[src/rtl/alu_exec_unit_if.sv]
// Handshake bundle between the EX-stage operand muxes, alu_exec_unit and the writeback path.
// Both sides are valid/ready: a transfer happens on a rising edge where valid && ready; valid must not depend on ready.
interface alu_exec_unit_if #(parameter int WIDTH = 32);
  logic             in_valid;
  logic             in_ready;
  logic [4:0]       alu_ctl;
  logic             sign;
  logic [WIDTH-1:0] in_a;
  logic [WIDTH-1:0] in_b;
  logic             out_valid;
  logic             out_ready;
  logic [WIDTH-1:0] result;
  logic             zero;
  logic             overflow;

  modport master (
    output in_valid, alu_ctl, sign, in_a, in_b, out_ready,
    input  in_ready, out_valid, result, zero, overflow
  );

  modport slave (
    input  in_valid, alu_ctl, sign, in_a, in_b, out_ready,
    output in_ready, out_valid, result, zero, overflow
  );
endinterface

[src/rtl/alu_exec_unit.sv]
// Multi-cycle EX-stage ALU with iterative one-bit-per-cycle shifter.
// Define ALU_FAST_SHIFT_EN to replace the iterative shifter with a single-cycle barrel shifter.
module alu_exec_unit #(
  parameter int WIDTH = 32
) (
  input  logic              clk,
  input  logic              reset,
  alu_exec_unit_if.slave    bus,
  output logic [1:0]        state_dbg
);

  localparam logic [4:0] OP_SUB   = 5'b00001;
  localparam logic [4:0] OP_AND   = 5'b01000;
  localparam logic [4:0] OP_NOR   = 5'b01001;
  localparam logic [4:0] OP_XOR   = 5'b01010;
  localparam logic [4:0] OP_PASSA = 5'b01011;
  localparam logic [4:0] OP_OR    = 5'b01110;
  localparam logic [4:0] OP_SLL   = 5'b10000;
  localparam logic [4:0] OP_SRL   = 5'b10001;
  localparam logic [4:0] OP_SRA   = 5'b10011;
  localparam logic [4:0] OP_NEQ   = 5'b11001;
  localparam logic [4:0] OP_EQ    = 5'b11011;
  localparam logic [4:0] OP_LT    = 5'b11101;
  localparam logic [4:0] OP_LEZ   = 5'b11100;
  localparam logic [4:0] OP_LTZ   = 5'b11010;
  localparam logic [4:0] OP_GTZ   = 5'b11110;

`ifdef ALU_FAST_SHIFT_EN
  localparam bit FAST_SHIFT = 1'b1;
`else
  localparam bit FAST_SHIFT = 1'b0;
`endif

  typedef enum logic [1:0] {
    S_IDLE  = 2'd0,
    S_SHIFT = 2'd1,
    S_DONE  = 2'd2
  } state_t;

  state_t           state, state_nxt;
  logic [WIDTH-1:0] res_q, sh_q, step;
  logic             ovf_q;
  logic [4:0]       cnt, sh_op;
  logic [4:0]       shamt;
  logic [WIDTH-1:0] a, b, sum, diff, calc_res;
  logic             calc_ovf, lt, is_shift, start_iter, accept;

  assign a          = bus.in_a;
  assign b          = bus.in_b;
  assign shamt      = bus.in_a[4:0];
  assign is_shift   = (bus.alu_ctl == OP_SLL) || (bus.alu_ctl == OP_SRL) || (bus.alu_ctl == OP_SRA);
  assign start_iter = !FAST_SHIFT && is_shift && (shamt != 5'd0);
  assign accept     = bus.in_valid && bus.in_ready;

  // Single-cycle result; shifts here cover shamt==0 and the fast-shift build.
  always_comb begin
    sum      = a + b;
    diff     = a - b;
    lt       = bus.sign ? ($signed(a) < $signed(b)) : (a < b);
    calc_ovf = 1'b0;
    calc_res = sum;
    case (bus.alu_ctl)
      OP_SUB: begin
        calc_res = diff;
        calc_ovf = bus.sign && (a[WIDTH-1] != b[WIDTH-1]) && (diff[WIDTH-1] != a[WIDTH-1]);
      end
      OP_AND:   calc_res = a & b;
      OP_NOR:   calc_res = ~(a | b);
      OP_XOR:   calc_res = a ^ b;
      OP_PASSA: calc_res = a;
      OP_OR:    calc_res = a | b;
      OP_SLL:   calc_res = b << shamt;
      OP_SRL:   calc_res = b >> shamt;
      OP_SRA:   calc_res = $unsigned($signed(b) >>> shamt);
      OP_NEQ:   calc_res = {{(WIDTH-1){1'b0}}, (a != b)};
      OP_EQ:    calc_res = {{(WIDTH-1){1'b0}}, (a == b)};
      OP_LT:    calc_res = {{(WIDTH-1){1'b0}}, lt};
      OP_LEZ:   calc_res = {{(WIDTH-1){1'b0}}, (a[WIDTH-1] || (a == '0))};
      OP_LTZ:   calc_res = {{(WIDTH-1){1'b0}}, a[WIDTH-1]};
      OP_GTZ:   calc_res = {{(WIDTH-1){1'b0}}, (!a[WIDTH-1] && (a != '0))};
      default: begin
        calc_res = sum;
        calc_ovf = bus.sign && (a[WIDTH-1] == b[WIDTH-1]) && (sum[WIDTH-1] != a[WIDTH-1]);
      end
    endcase
  end

  always_comb begin
    case (sh_op)
      OP_SLL:  step = {sh_q[WIDTH-2:0], 1'b0};
      OP_SRL:  step = {1'b0, sh_q[WIDTH-1:1]};
      default: step = {sh_q[WIDTH-1], sh_q[WIDTH-1:1]};
    endcase
  end

  always_ff @(posedge clk or negedge reset) begin
    if (!reset) state <= S_IDLE;
    else        state <= state_nxt;
  end

  always_comb begin
    state_nxt = state;
    case (state)
      S_IDLE:  if (bus.in_valid) state_nxt = start_iter ? S_SHIFT : S_DONE;
      S_SHIFT: if (cnt == 5'd1) state_nxt = S_DONE;
      S_DONE: begin
        if (bus.out_ready) begin
          if (bus.in_valid) state_nxt = start_iter ? S_SHIFT : S_DONE;
          else              state_nxt = S_IDLE;
        end
      end
      default: state_nxt = S_IDLE;
    endcase
  end

  always_comb begin
    bus.in_ready  = (state == S_IDLE) || ((state == S_DONE) && bus.out_ready);
    bus.out_valid = (state == S_DONE);
    bus.result    = res_q;
    bus.zero      = (res_q == '0);
    bus.overflow  = ovf_q;
    state_dbg     = state;
  end

  // Result register only changes on accept or on the final shift step, keeping DONE outputs stable.
  always_ff @(posedge clk or negedge reset) begin
    if (!reset) begin
      res_q <= '0;
      ovf_q <= 1'b0;
      sh_q  <= '0;
      cnt   <= 5'd0;
      sh_op <= 5'd0;
    end else if (accept) begin
      if (start_iter) begin
        sh_q  <= b;
        cnt   <= shamt;
        sh_op <= bus.alu_ctl;
      end else begin
        res_q <= calc_res;
        ovf_q <= calc_ovf;
      end
    end else if (state == S_SHIFT) begin
      sh_q <= step;
      cnt  <= cnt - 5'd1;
      if (cnt == 5'd1) begin
        res_q <= step;
        ovf_q <= 1'b0;
      end
    end
  end

endmodule

[src/flat_wrapper.sv]
// flat-port wrapper written by rule: the top's interface ports become plain ports
module alu_exec_unit_flat 
#(
  parameter int WIDTH = 32
)
  (clk, reset, state_dbg, bus_in_valid, bus_alu_ctl, bus_sign, bus_in_a, bus_in_b, bus_out_ready, bus_in_ready, bus_out_valid, bus_result, bus_zero, bus_overflow);
  alu_exec_unit_if #(.WIDTH(WIDTH)) bus_i ();
  input  logic clk;
  input  logic reset;
  output logic [1:0] state_dbg;
  input wire logic [$bits(bus_i.in_valid)-1:0] bus_in_valid;
  input wire logic [$bits(bus_i.alu_ctl)-1:0] bus_alu_ctl;
  input wire logic [$bits(bus_i.sign)-1:0] bus_sign;
  input wire logic [$bits(bus_i.in_a)-1:0] bus_in_a;
  input wire logic [$bits(bus_i.in_b)-1:0] bus_in_b;
  input wire logic [$bits(bus_i.out_ready)-1:0] bus_out_ready;
  output wire logic [$bits(bus_i.in_ready)-1:0] bus_in_ready;
  output wire logic [$bits(bus_i.out_valid)-1:0] bus_out_valid;
  output wire logic [$bits(bus_i.result)-1:0] bus_result;
  output wire logic [$bits(bus_i.zero)-1:0] bus_zero;
  output wire logic [$bits(bus_i.overflow)-1:0] bus_overflow;
  assign bus_i.in_valid = bus_in_valid;
  assign bus_i.alu_ctl = bus_alu_ctl;
  assign bus_i.sign = bus_sign;
  assign bus_i.in_a = bus_in_a;
  assign bus_i.in_b = bus_in_b;
  assign bus_i.out_ready = bus_out_ready;
  assign bus_in_ready = bus_i.in_ready;
  assign bus_out_valid = bus_i.out_valid;
  assign bus_result = bus_i.result;
  assign bus_zero = bus_i.zero;
  assign bus_overflow = bus_i.overflow;
  alu_exec_unit #(.WIDTH(WIDTH)) u_core (.clk(clk), .reset(reset), .bus(bus_i), .state_dbg(state_dbg));
endmodule
[config.mk]
export PLATFORM = sky130hd
export DESIGN_NAME = alu_exec_unit_flat
export DESIGN_NICKNAME = d
export VERILOG_FILES = /design/src/rtl/alu_exec_unit_if.sv /design/src/rtl/alu_exec_unit.sv /design/src/flat_wrapper.sv
export SDC_FILE = /design/constraint.sdc
export NUM_CORES = 1
export LEC_CHECK = 0
export ABC_AREA = 0
export BUFFER_PORTS_ARGS = -buffer_cell sky130_fd_sc_hd__buf_2
export CORE_ASPECT_RATIO = 1.5
export CORE_UTILIZATION = 45
export CTS_BUF_LIST = sky130_fd_sc_hd__clkbuf_2
export DETAILED_ROUTE_END_ITERATION = 10
export GPL_TIMING_DRIVEN = 1
export PLACE_DENSITY = 0.75
export SYNTH_ARGS = -nofsm -noshare
export SYNTH_HDL_FRONTEND = slang
export SYNTH_SLANG_ARGS = --single-unit
[constraint.sdc]
create_clock -name clk -period 5.22 [get_ports clk]
set_clock_uncertainty 0.1 [all_clocks]
set_input_delay 0.261 -clock clk [delete_from_list [all_inputs] [get_ports clk]]
set_output_delay 0.261 -clock clk [all_outputs]
set_load 0.01 [all_outputs]
# After elaboration in Yosys (flattened, before gate mapping)
# Index checks and enable logic that the tools add are counted.
# totals
register_bits,77
latch_bits,0
ramBits,0
mem_bits_ro,0
output_inout_bits,38
elab_cells,98
mem_count,0
# classes
addsub,3
multipliers,0
n_div,0
magnitude_cmp,2
eq_ne,31
shift,3
muxes,24
bitwise,4
reduce_logical,25
# op_table
cell,n
32-bit one-hot mux with 15 select lines,1
32-bit 2-to-1 mux,7
32-bit logical NOT,2
32-bit < comparator,2
32-bit one-hot mux with 2 select lines,1
"5-bit == test, second input constant",11
32-bit adder,1
32-bit AND,1
32-bit == test,1
32-bit inequality test,1
32-bit NOT,1
32-bit bitwise OR,1
32-bit nonzero test,1
32-bit by 5-bit left shift with 32-bit output,1
32-bit by 5-bit >> shifter with 32-bit output,1
32-bit by 5-bit >>> shifter with 32-bit output,1
32-bit subtractor,1
32-bit XOR,1
"5-bit by 4-bit == test with 1-bit output, second input constant",5
5-bit 2-to-1 mux,3
14-bit OR reduction,1
"5-bit by 1-bit == test with 1-bit output, second input constant",2
2-bit 2-to-1 mux,5
1-bit logical AND,8
other kinds (17),32

# Longest topological paths before layout
# logic_depth
word_depth,8
depth_mapped,17

# Worst setup path before layout
# OpenSTA, ideal clock, no wires.
# synth_timing
kind,input to register
start,input port bus_in_a[2]
end,register u_core.ovf_q (netlist: u_core.bus.overflow)
arrival_ns,3.628
path_slack_ns,1.368
cell_stages,16
path_buffers,4
cell_sequence,buf_2 > clkinv_1 > buf_1 > clkbuf_1 > ha_1 > buf_2 > nor2_1 > a221oi_1 > o21bai_1 > a221oi_2 > o311a_2 > o31ai_2 > a31o_1 > o21a_1 > mux2i_1 > a211o_1
# synth_via
elab_chain_cells,6
word_cells_on_any_way,13
classes_between,add/sub (2); eq/ne (3); mux (3); reduce/logical (5)
# synth_rtl
element,line_no,rtl
"start, declared",flat_wrapper.sv:14,input wire logic [$bits(bus_i.in_a)-1:0] bus_in_a;
32-bit adder / 32-bit subtractor (equally long branches),"alu_exec_unit.sv:57, alu_exec_unit.sv:58",
"1-bit inequality test, on equally long branches","alu_exec_unit.sv:83, alu_exec_unit.sv:65",
"1-bit logical AND, on equally long branches","alu_exec_unit.sv:83, alu_exec_unit.sv:65",
1-bit one-hot mux with 2 select lines,alu_exec_unit.sv:62,case (bus.alu_ctl)
1-bit 2-to-1 mux,alu_exec_unit.sv:134,if (start_iter) begin
1-bit 2-to-1 mux,alu_exec_unit.sv:133,end else if (accept) begin
"end signal, assigned",alu_exec_unit.sv:140,ovf_q <= calc_ovf;
"end, declared",alu_exec_unit.sv:42,logic ovf_q;
# Several ways; a longest one is shown, not always the timed one. The select of a mux whose other input is x is not followed.
# A chain may end at the register's enable or synchronous reset.

# Worst setup path in the final report
# layout_timing
start,input port bus_in_b[23]
end,register u_core.ovf_q (netlist: u_core.bus.overflow)
# layout_via
elab_chain_cells,6
word_cells_on_any_way,9
classes_between,add/sub (2); eq/ne (2); mux (3); reduce/logical (2)
# layout_rtl
element,line_no,rtl
"start, declared",flat_wrapper.sv:15,input wire logic [$bits(bus_i.in_b)-1:0] bus_in_b;
32-bit adder / 32-bit subtractor (equally long branches),"alu_exec_unit.sv:57, alu_exec_unit.sv:58",
"1-bit inequality test, on equally long branches","alu_exec_unit.sv:83, alu_exec_unit.sv:65",
"1-bit logical AND, on equally long branches","alu_exec_unit.sv:83, alu_exec_unit.sv:65",
1-bit one-hot mux with 2 select lines *,alu_exec_unit.sv:62,
1-bit 2-to-1 mux *,alu_exec_unit.sv:134,
1-bit 2-to-1 mux *,alu_exec_unit.sv:133,
# Every way passes the cells marked *; elsewhere a longest branch is shown, timed or not. The select of a mux whose other input is x is not followed.

==> results.ini <==
[floorplanning]
coreArea_sq_mm = 0.02806
initial_utilization_pct = 45.78
ios = 112
die_w_microns = 139.9
dieArea_sq_mm = 0.02924
placementRows = 75
die_y_microns = 208.9

[drt]
drt_iter0_markers = 2113
ant_nets = 0
num_vias = 15670
finalWirelength_microns = 64260
vias_per_cell = 7.049
drc = 0
drtPass1Iterations = 9
wire_per_inst_microns = 28.91

[clock_tree]
htreeDepth = 3
path_clk_slew_ns = 0.28
cts_buffer_depth = 2
numCtsBuffers = 9
cts.sinks = 77
worstSkewPairLatency_ns = 0.67
root_buffer = clkbuf_2
cts_tree = built

[synthesis]
syn_avg_cell_area_sq_um = 7.038
async_reset_ff_share_pct = 100.0
syn_nets = 1999
ys.flop_type = dfrtp_1
netlist_area_sq_mm = 0.01284
ys_types = 86
synth_enable_flop_cells = 0
yosysWarnings = 0
yosysSeqAreaShare_pct = 15.00
ys_ff_latch = 77
netlist_instances = 1825

[timing]
period_minus_slack_ns = 4.376
layout_setup_ws_ns = 0.8436
finalSetupViolCount = 0
max_freq_ghz = 0.2285
rsz0062_at_grt = no
fin_setup_tns_ns = 0
maxSlewViolCount = 0
worst_pin_slew_ns = 1.022
hold_viol_final = 0
post-route-period-util_pct = 83.84
maxSlewHeadroom_pct = 30.11

[hold_path]
min_path_type = input port to flop
hold_start = bus_in_a[0]
hold_end = u_core.cnt[0]
whs_path_depth = 3

[worst_setup_path]
required_ns = 5.76
crit_type = input port to flop
crit_path_cell_trace = dlygate4sd3_1, buf_2, inv_1, ha_1, inv_1, nor3_1, o211ai_1, o31ai_1, a41oi_1, or3_1, o41ai_1, a211o_1, dlygate4sd3_1
reg2reg_to = u_core.bus.result[20]
arrival_ns = 4.92
path_max_fanout = 14
crit_path_end_kind = flop
reg2regPathDepth = 11
slowest_delay_ns = 0.69
setup.worst_path.start_class = input port
r2r-start = u_core.state_dbg[1]
cp_slowest_cell = ha_1
r2r_slack_ns = 2.01

[global_routing]
grt_pass1_wl_microns = 94810
antenna_found_initial = 4
grt_overflow = 0
grt_max_degree = 78
grtUsageTotal_pct = 43.54
grt_pass1_vias = 14830

[pwr]
p_per_area_mw_per_mm2 = 266.9
swShare_pct = 52.73
p_total_mw = 3.735
p_sw_mw = 1.970
p_int_mw = 1.766
p_comb_share_pct = 60.5
p_leak_nw = 5.976
clkPwrFrac_pct = 9.4
peakVddDrop_mv = 0.1077
seqPwrFrac_pct = 30.1

[cells_and_area]
post-route-cell-area_sq_mm = 0.01400
area_delta_synth_final_pct = 8.961
drive_gt1_share_pct = 12.97
nets = 2043
final_util_pct = 49.88

[placement]
post-dp-hpwl_microns = 48150
port_buffers = 111
postPlaceCellArea_sq_mm = 0.01363
place_congestion = 1.078
pre_cts_slack_ns = 0.7392

[outcome]
status = complete, no violations

[job]
cap_violations = 0

-- cells in the final DEF, fill, tap and decap left out, types with 11 or more instances in the layout --
cell,n
dlygate4sd3_1,24
buf_4,41
nor3_1,38
buf_2,109
a222oi_1,14
o221ai_1,14
nand3_1,54
nor4_1,24
a31oi_1,22
ha_1,98
a221oi_1,14
o31ai_1,11
mux2i_1,61
inv_1,103
a21oi_1,194
nor2_1,199
o21ai_0,171
nand2b_1,17
dfrtp_1,77
a211oi_1,26
mux4_2,37
xnor2_1,30
o211ai_1,14
a21o_1,22
nand2_1,217
o21bai_1,15
or3_1,14
a22oi_1,11
nand4_1,20
-- how the worst max path moves through the flow --
stage                       startpoint  depth (start not counted)               endpoint
final                     bus_in_b[23]                         13    u_core.bus.overflow
after global routing       bus_in_b[0]                         15  u_core.bus.result[16]
after CTS                  bus_in_b[0]                         15  u_core.bus.result[16]
after detailed placement   bus_in_a[0]                         15  u_core.bus.result[16]
after global placement     bus_in_a[0]                         15  u_core.bus.result[16]
after floorplan            bus_in_a[2]                         16    u_core.bus.overflow
-- stage by stage --
step | instances | hold slack, ns
after floorplan | 1825 | -0.1346
after global placement | 2180 | 0.3435
after detailed placement | 2180 | 0.3815
after CTS | 2220 | 0.00008421
after global routing | 2221 | 0.02966
final | 2223 | 0.05903
-- state kept, by name (all words and copies together), names as in the netlist --
register and flops:
u_core.sh_q 32, u_core.cnt 5, u_core.bus.overflow 1, u_core.state_dbg 2, u_core.sh_op 5, u_core.bus.result 32
-- what timing repair did --
action / in CTS / in global routing
hold endpoints to repair: 99 / 0
gates resized for setup: 0 / 0
setup buffers: 0 / 0
hold buffers: 24 / 0
-- worst max-delay path, delay by kind of cell --
kind	cells	cell delay [ns]
fa+ha+maj	1	0.69
compound gates	5	1.39
buf+inv	5	1.63
simple gates	2	0.94
-- cells by family (layout without fill, tap and decap cells) --
family	count (synthesis)	count (layout)	synth area share (%)
and+or+nand+nor	637	637	22.26
AOI/OAI and AO/OA	628	628	31.48
buffers and inverters	250	299	7.676
muxes	103	103	11.68
adders and majority gates	100	100	9.858
DFF	77	77	15.00
xor gates and xnor gates	30	30	2.046
other	0	3	0
-- cell usage after synthesis, types with 6 or more instances --
| cell type | instances | area, sq um |
|---|---|---|
| a2111oi_0 | 9 | 78.83 |
| a21oi_1 | 195 | 975.9 |
| o221ai_1 | 14 | 122.6 |
| nand2_1 | 218 | 818.3 |
| o2111ai_1 | 7 | 61.31 |
| a22oi_1 | 11 | 82.58 |
| mux4_2 | 37 | 833.3 |
| a221oi_1 | 14 | 122.6 |
| a211oi_1 | 26 | 195.2 |
| or3_1 | 14 | 87.58 |
| a221o_1 | 9 | 90.09 |
| ha_1 | 98 | 1226 |
| o21ai_0 | 171 | 855.8 |
| and3_1 | 6 | 37.54 |
| inv_1 | 103 | 386.6 |
| o31ai_1 | 11 | 82.58 |
| o21bai_1 | 15 | 112.6 |
| and2_1 | 9 | 56.30 |
| clkbuf_1 | 103 | 386.6 |
| nand4_1 | 20 | 125.1 |
| buf_2 | 22 | 110.1 |
| o311ai_0 | 9 | 78.83 |
| mux2i_1 | 61 | 610.6 |
| nand3_1 | 54 | 270.3 |
| a211o_1 | 6 | 52.55 |
| a31oi_1 | 22 | 137.6 |
| nor3_1 | 40 | 200.2 |
| a222oi_1 | 14 | 140.1 |
| buf_1 | 12 | 45.04 |
| nor4_1 | 25 | 156.4 |
| nor2b_1 | 12 | 75.07 |
| a21o_1 | 22 | 165.2 |
| nor2_1 | 200 | 750.7 |
| nand2b_1 | 17 | 106.4 |
| dfrtp_1 | 77 | 1927 |
| o211ai_1 | 14 | 105.1 |
| xnor2_1 | 30 | 262.8 |
-- layer usage --
metal	GRT usage, %	routed length [microns]	share of wire [%]	vias to the layer above
met2	68.79	28650	45	1173
li1	-	-	-	6792
met5	0	0	0	-
met1	52.96	23030	36	7394
met3	9.716	7548	12	310
met4	28.84	5030	7.8	0
-- layout make-up --
| class | count | area, sq um |
|---|---|---|
| Fill cell | 2862 | 14060 |
| Clock buffer | 10 | 50.05 |
| Multi-Input combinational cell | 1498 | 9980 |
| Timing Repair Buffer | 176 | 1134 |
| Inverter | 107 | 401.6 |
| Sequential cell | 77 | 1927 |
| Tap cell | 346 | 432.9 |
| Antenna cell | 3 | 7.507 |
| Clock inverter | 6 | 63.81 |
-- power by group through the flow --
stage	clock network, mW	registers [mW]	logic [mW]
2_1_floorplan	0	1.10	1.34
3_3_place_gp	0	1.12	2.14
3_5_place_dp	0	1.13	2.16
4_1_cts	0.357	1.12	2.18
5_1_grt	0.376	1.15	2.44
6_report	0.350	1.12	2.26
Power figures use the tool's default switching activity.
